`src/rtl/hazard_fwd_unit.sv`:
```
// Stall and forwarding controller for the five-stage core.
// A shadow pipeline of register tags and Tnew counters (E, M, W) is compared
// against the D-stage Tuse requirements. From that comparison the block
// produces the stall and all forwarding mux selects combinationally.
// The only registered output is the stall-cycle counter.
module hazard_fwd_unit #(
    parameter int RegBit = 5,
    parameter int TBit   = 2,
    parameter int CntBit = 32
) (
    input  logic              clk,
    input  logic              reset,
    input  logic [RegBit-1:0] D_rs,
    input  logic [RegBit-1:0] D_rt,
    input  logic [TBit-1:0]   D_Tuse_rs,
    input  logic [TBit-1:0]   D_Tuse_rt,
    input  logic [RegBit-1:0] D_dst,
    input  logic [TBit-1:0]   D_Tnew,
    input  logic              D_is_md,
    input  logic              md_busy,
    output logic              stall,
    output logic [1:0]        D_fwd_rs_sel,
    output logic [1:0]        D_fwd_rt_sel,
    output logic [1:0]        E_fwd_rs_sel,
    output logic [1:0]        E_fwd_rt_sel,
    output logic              M_fwd_rt_sel,
    output logic [CntBit-1:0] stall_cnt
);

    // Only the shadow fields that some compare actually reads are stored.
    // W_Tnew is always 0, and M_rs, W_rs and W_rt feed no select, so none of
    // these is kept.
    logic [RegBit-1:0] e_rs, e_rt, e_dst;
    logic [TBit-1:0]   e_tnew;
    logic [RegBit-1:0] m_rt, m_dst;
    logic [TBit-1:0]   m_tnew;
    logic [RegBit-1:0] w_dst;

    logic rs_stall, rt_stall;

    // A D-stage source hits a pending producer in E or M.
    function automatic logic src_stall(
        input logic [RegBit-1:0] src,
        input logic [TBit-1:0]   tuse,
        input logic [RegBit-1:0] ed,
        input logic [TBit-1:0]   et,
        input logic [RegBit-1:0] md,
        input logic [TBit-1:0]   mt
    );
        return (src != '0) &&
               (((src == ed) && (et > tuse)) || ((src == md) && (mt > tuse)));
    endfunction

    // D-stage compare operand select. The newest ready producer wins. W is
    // not a source here because the register file bypasses internally.
    function automatic logic [1:0] d_sel(
        input logic [RegBit-1:0] src,
        input logic [RegBit-1:0] ed,
        input logic [TBit-1:0]   et,
        input logic [RegBit-1:0] md,
        input logic [TBit-1:0]   mt
    );
        if (src == '0)                       return 2'b00;
        else if ((src == ed) && (et == '0))  return 2'b01;
        else if ((src == md) && (mt == '0))  return 2'b10;
        else                                 return 2'b00;
    endfunction

    // E-stage ALU operand select: a ready M result first, then W.
    function automatic logic [1:0] e_sel(
        input logic [RegBit-1:0] src,
        input logic [RegBit-1:0] md,
        input logic [TBit-1:0]   mt,
        input logic [RegBit-1:0] wd
    );
        if (src == '0)                       return 2'b00;
        else if ((src == md) && (mt == '0))  return 2'b01;
        else if (src == wd)                  return 2'b10;
        else                                 return 2'b00;
    endfunction

    // Hazard detection and forwarding selects, all same-cycle combinational.
    always_comb begin
        rs_stall     = src_stall(D_rs, D_Tuse_rs, e_dst, e_tnew, m_dst, m_tnew);
        rt_stall     = src_stall(D_rt, D_Tuse_rt, e_dst, e_tnew, m_dst, m_tnew);
        stall        = rs_stall || rt_stall || (D_is_md && md_busy);
        D_fwd_rs_sel = d_sel(D_rs, e_dst, e_tnew, m_dst, m_tnew);
        D_fwd_rt_sel = d_sel(D_rt, e_dst, e_tnew, m_dst, m_tnew);
        E_fwd_rs_sel = e_sel(e_rs, m_dst, m_tnew, w_dst);
        E_fwd_rt_sel = e_sel(e_rt, m_dst, m_tnew, w_dst);
        M_fwd_rt_sel = (m_rt != '0) && (m_rt == w_dst);
    end

    // The shadow pipeline advances every cycle. On a stall, E takes a bubble
    // while M and W keep draining.
    always_ff @(posedge clk) begin
        if (!reset) begin
            e_rs   <= '0;
            e_rt   <= '0;
            e_dst  <= '0;
            e_tnew <= '0;
            m_rt   <= '0;
            m_dst  <= '0;
            m_tnew <= '0;
            w_dst  <= '0;
        end else begin
            w_dst  <= m_dst;
            m_rt   <= e_rt;
            m_dst  <= e_dst;
            m_tnew <= (e_tnew == '0) ? '0 : e_tnew - TBit'(1);
            if (stall) begin
                e_rs   <= '0;
                e_rt   <= '0;
                e_dst  <= '0;
                e_tnew <= '0;
            end else begin
                e_rs   <= D_rs;
                e_rt   <= D_rt;
                e_dst  <= D_dst;
                e_tnew <= D_Tnew;
            end
        end
    end

    // Count stalled cycles for performance debug. The counter wraps naturally.
    always_ff @(posedge clk) begin
        if (!reset)
            stall_cnt <= '0;
        else if (stall)
            stall_cnt <= stall_cnt + CntBit'(1);
    end

endmodule

```
`config.mk`:
```
export PLATFORM = sky130hd
export DESIGN_NAME = hazard_fwd_unit
export DESIGN_NICKNAME = d
export VERILOG_FILES = /design/src/rtl/hazard_fwd_unit.sv
export SDC_FILE = /design/constraint.sdc
export NUM_CORES = 1
export LEC_CHECK = 0
export ABC_AREA = 1
export BUFFER_PORTS_ARGS = -buffer_cell sky130_fd_sc_hd__buf_4
export CAP_MARGIN = 40
export CORE_ASPECT_RATIO = 0.9
export CORE_UTILIZATION = 55
export CTS_BUF_LIST = sky130_fd_sc_hd__clkbuf_16
export DETAILED_ROUTE_END_ITERATION = 10
export PLACE_DENSITY = 0.78
export RECOVER_POWER = 100
export SLEW_MARGIN = 25
export SYNTH_ARGS = -nofsm -noshare
export SYNTH_HDL_FRONTEND = slang
export SYNTH_SLANG_ARGS = --single-unit
```
`constraint.sdc`:
```
create_clock -name clk -period 3.7 [get_ports clk]
set_clock_uncertainty 0.05 [all_clocks]
set_input_delay 0.555 -clock clk [delete_from_list [all_inputs] [get_ports clk]]
set_output_delay 0.555 -clock clk [all_outputs]
set_load 0.05 [all_outputs]
```
==> flow_summary.html <==
<table>
<tr><th>Metric</th><th>Value</th></tr>
<tr><th colspan="2">CTS</th></tr>
<tr><td>Setup Buffers After CTS</td><td>0</td></tr>
<tr><td>Clock-pin slew on the worst setup and hold paths</td><td>0.06 ns</td></tr>
<tr><td>Number of buffers created by CTS</td><td>9</td></tr>
<tr><td>Max Root-Sink Buffers</td><td>2</td></tr>
<tr><td>Sinks on Clock Net</td><td>66</td></tr>
<tr><td>CTS tree</td><td>yes</td></tr>
<tr><td>Count of hold buffers inserted by post-cts repair</td><td>0</td></tr>
<tr><td>Cell chosen for the clock root</td><td>clkbuf_16</td></tr>
<tr><td>Number of H-tree branching levels</td><td>3</td></tr>
<tr><td>Worst-Skew Late Latency</td><td>0.33 ns</td></tr>
<tr><td>Resized Gates After CTS</td><td>0</td></tr>
<tr><th colspan="2">Place</th></tr>
<tr><td>Number of port buffers</td><td>66</td></tr>
<tr><td>Routability congestion estimate</td><td>0.925</td></tr>
<tr><td>Post-placement setup slack</td><td>0.752 ns</td></tr>
<tr><td>Placed Cells incl. Taps</td><td>781</td></tr>
<tr><td>HPWL after DPL</td><td>7640 um</td></tr>
<tr><th colspan="2">Route</th></tr>
<tr><td>Vias</td><td>4,212</td></tr>
<tr><td>Drt total wl</td><td>10,400 um</td></tr>
<tr><td>Antenna Nets Post-Route</td><td>0</td></tr>
<tr><td>Pre-antenna DRT Iters</td><td>5</td></tr>
<tr><td>Via/cell ratio</td><td>5.28</td></tr>
<tr><td>DR DRC count</td><td>0</td></tr>
<tr><td>Routed WL per cell</td><td>13.1 um</td></tr>
<tr><td>Count of routing violations after the opening detailed-route iteration</td><td>376</td></tr>
<tr><th colspan="2">Synthesis</th></tr>
<tr><td>Yosys cell types</td><td>34</td></tr>
<tr><td>Flip-flop and latch count after synthesis</td><td>66</td></tr>
<tr><td>Post-synth EDFFs</td><td>0</td></tr>
<tr><td>Synthesized area divided by synthesized cell count</td><td>6.48 sq um</td></tr>
<tr><td>Cell count after synthesis</td><td>641</td></tr>
<tr><td>Mapped Area</td><td>4160 sq um</td></tr>
<tr><td>Post-synthesis share of cell area spent on full adders, half adders and majority gates</td><td>3.01%</td></tr>
<tr><td>Primary flip-flop cell chosen by synthesis mapping</td><td>dfxtp_1</td></tr>
<tr><td>Sequential fraction of the synthesis area</td><td>31.8%</td></tr>
<tr><td>Share of the synthesized area in compound gates (AO/OA/AOI/OAI)</td><td>5.45%</td></tr>
<tr><td>Post-Synth Simple-Gate Area</td><td>37.4%</td></tr>
<tr><td>Number of nets in the synthesized netlist</td><td>676</td></tr>
<tr><td>Share of async-settable or async-resettable flops after synthesis</td><td>0%</td></tr>
<tr><td>Multiplexer area fraction after synthesis</td><td>0%</td></tr>
<tr><td>Dominant combinational cell family by area after synthesis</td><td>simple AND/OR/NAND/NOR gates</td></tr>
<tr><td>Yosys warning total</td><td>0</td></tr>
<tr><td>Post-Synth XOR/XNOR Area</td><td>10.3%</td></tr>
<tr><th colspan="2">STA</th></tr>
<tr><td>Transition at the pin with the smallest max-transition slack</td><td>2.31 ns</td></tr>
<tr><td>Setup Total Neg Slack</td><td>0 ns</td></tr>
<tr><td>Slew margin rel.</td><td>-54.2%</td></tr>
<tr><td>Max Transition Viols Final</td><td>51</td></tr>
<tr><td>Setup repair after global routing missed its margin</td><td>false</td></tr>
<tr><td>Min cycle time layout</td><td>2.94 ns</td></tr>
<tr><td>Hold Vio Cnt, Final</td><td>0</td></tr>
<tr><td>Setup violators final</td><td>0</td></tr>
<tr><td>Post-layout worst setup margin</td><td>0.759 ns</td></tr>
<tr><td>Ratio of final minimum period to clock period</td><td>79.5%</td></tr>
<tr><td>Maximum frequency from static timing analysis</td><td>0.340 GHz</td></tr>
<tr><th colspan="2">Global routing</th></tr>
<tr><td>GRT Overall Usage</td><td>27.5%</td></tr>
<tr><td>Number of antenna violations at the first check in global routing</td><td>0</td></tr>
<tr><td>Total congestion overflow after global routing</td><td>0</td></tr>
<tr><td>Global-route wire length before repair</td><td>17,100 um</td></tr>
<tr><td>Number of global-route vias before repair</td><td>3,752</td></tr>
<tr><td>Maximum number of pins on one net before global-route repair</td><td>54</td></tr>
<tr><th colspan="2">Die</th></tr>
<tr><td>Die span in y</td><td>84.5 um</td></tr>
<tr><td>IO Pins</td><td>67</td></tr>
<tr><td>Core area</td><td>7180 sq um</td></tr>
<tr><td>Area of the die</td><td>7910 sq um</td></tr>
<tr><td>Starting density of the core</td><td>57.9%</td></tr>
<tr><td>Number of cell rows</td><td>29</td></tr>
<tr><td>Width of the die</td><td>93.6 um</td></tr>
<tr><th colspan="2">Finish</th></tr>
<tr><td>Fraction of layout instances using a drive strength above 1</td><td>8.38%</td></tr>
<tr><td>Synthesis-to-layout area growth</td><td>14.9%</td></tr>
<tr><td>Most common library cell in the layout ignoring fill and taps</td><td>nand2_1</td></tr>
<tr><td>Number of antenna diodes</td><td>0</td></tr>
<tr><td>Fillcell total</td><td>675</td></tr>
<tr><td>Cell Count, Final, Fillers Out</td><td>797</td></tr>
<tr><td>Footprint of the multi-input gates</td><td>2330 sq um</td></tr>
<tr><td>Most frequent cells in the layout</td><td>nand2_1, nor2_1, inv_1</td></tr>
<tr><td>Post-route core utilization</td><td>66.5%</td></tr>
<tr><td>Nets</td><td>734</td></tr>
<tr><td>Seq. cell area</td><td>1320 sq um</td></tr>
<tr><th colspan="2">Worst setup path</th></tr>
<tr><td>Critical path data arrival time</td><td>2.34 ns</td></tr>
<tr><td>Crit path max fanout</td><td>53</td></tr>
<tr><td>Worst Setup End Kind</td><td>primary output</td></tr>
<tr><td>Nature of the critical path startpoint</td><td>input port</td></tr>
<tr><td>Critical path data required time</td><td>3.09 ns</td></tr>
<tr><td>Path type of the worst setup path</td><td>in -&gt; out</td></tr>
<tr><th colspan="2">Run status</th></tr>
<tr><td>Status</td><td>finished, violations left</td></tr>
<tr><td>Violated checks</td><td>capacitance limit, slew limit</td></tr>
<tr><th colspan="2">Power and ir drop</th></tr>
<tr><td>Worst vdd ir</td><td>0.311 mV</td></tr>
<tr><td>Leakage power total</td><td>2.31 nW</td></tr>
<tr><td>PD cells</td><td>443 nW/um^2</td></tr>
<tr><th colspan="2">Run</th></tr>
<tr><td>Maximum capacitance violations</td><td>1</td></tr>
<tr><th colspan="2">Worst hold path</th></tr>
<tr><td>Min-Delay Path Class</td><td>reg -&gt; reg</td></tr>
</table>
==> power breakdown <==
part	switching [W]	internal [W]	leakage, nW
Sequential	0.0000585	0.000758	0.543
Clock	0.000334	0.000526	0.146
Combinational	0.000309	0.000133	1.62
Total	0.000701	0.00142	2.31
==> stage by stage <==
stage / instance area, sq um / total power [W] / hold WS, ns
after floorplan: 4160 / 0.00117 / 0.348
after global placement: 4630 / 0.00128 / 0.356
after detailed placement: 4630 / 0.00130 / 0.370
after CTS: 4930 / 0.00216 / 0.377
after global routing: 4780 / 0.00220 / 0.383
final: 4780 / 0.00212 / 0.375
==> path summary, 6_finish.rpt <==
path,start,endpoint,slack [ns],depth (start not counted)
worst max-delay path,D_Tuse_rs[1],stall,0.76,10
worst max register to register,m_tnew[1],stall_cnt[14],1.23,9
worst min register to register,e_tnew[0],m_tnew[0],0.37,1
worst min-delay path,e_tnew[0],m_tnew[0],0.37,1
==> state kept, by name (all words and copies together), names as in the netlist <==
name,flops
m_dst,5
e_rs,5
e_rt,5
e_dst,5
stall_cnt,32
m_tnew,2
m_rt,5
w_dst,5
e_tnew,2
==> cell usage after synthesis (2+ instances only) <==
library cell | number | area [sq um]
nand2_1 | 164 | 616
nor2_1 | 107 | 402
inv_1 | 89 | 334
dfxtp_1 | 66 | 1320
nand3_1 | 33 | 165
xor2_1 | 31 | 272
a21oi_1 | 28 | 140
xnor2_1 | 18 | 158
nor3_1 | 17 | 85.1
nand4_1 | 15 | 93.8
ha_1 | 10 | 125
buf_2 | 8 | 40.0
o21ai_0 | 8 | 40.0
buf_6 | 6 | 67.6
inv_2 | 6 | 22.5
nand3b_1 | 6 | 45.0
buf_4 | 4 | 30.0
nor2_2 | 3 | 18.8
nand2_2 | 2 | 12.5
nand2_4 | 2 | 22.5
nor3b_1 | 2 | 15.0
nor4_1 | 2 | 12.5
o21ai_1 | 2 | 10.0
o22ai_1 | 2 | 12.5
==> critical path, cell delays in order <==
cell,delay (ns)
buf_4,0.07
inv_1,0.05
ha_1,0.31
nand2_1,0.07
a21boi_0,0.21
nand4_1,0.12
nand2_1,0.14
nand2_4,0.30
nand2_4,0.27
buf_4,0.23
==> layout make-up <==
cell class	count	share of cell area, %
Clock buffer	9	4.72
Clock inverter	7	1.62
Inverter	95	7.47
Multi-Input combinational cell	460	48.9
Sequential cell	66	27.7
Tap cell	93	2.44
Timing Repair Buffer	67	7.23
==> metal layers <==
layer | wire, um | up-vias | part of all wire (%) | GRT usage, %
li1 | - | 2101 | - | -
met2 | 4550 | 202 | 44 | 41.8
met4 | 177 | 0 | 1.7 | 10.2
met1 | 4750 | 1891 | 46 | 38.4
met3 | 949 | 18 | 9.1 | 5.43
met5 | 0 | - | 0 | 0
==> cells by family (layout without fill, tap and decap cells) <==
| logic type | count (synthesis) | count (layout) |
|---|---|---|
| compound gates | 43 | 43 |
| xor+xnor | 49 | 49 |
| fa+ha+maj | 10 | 10 |
| buf+inv | 115 | 178 |
| flops | 66 | 66 |
| simple gates | 358 | 358 |
No activity file was read; power rests on OpenSTA's default activity.
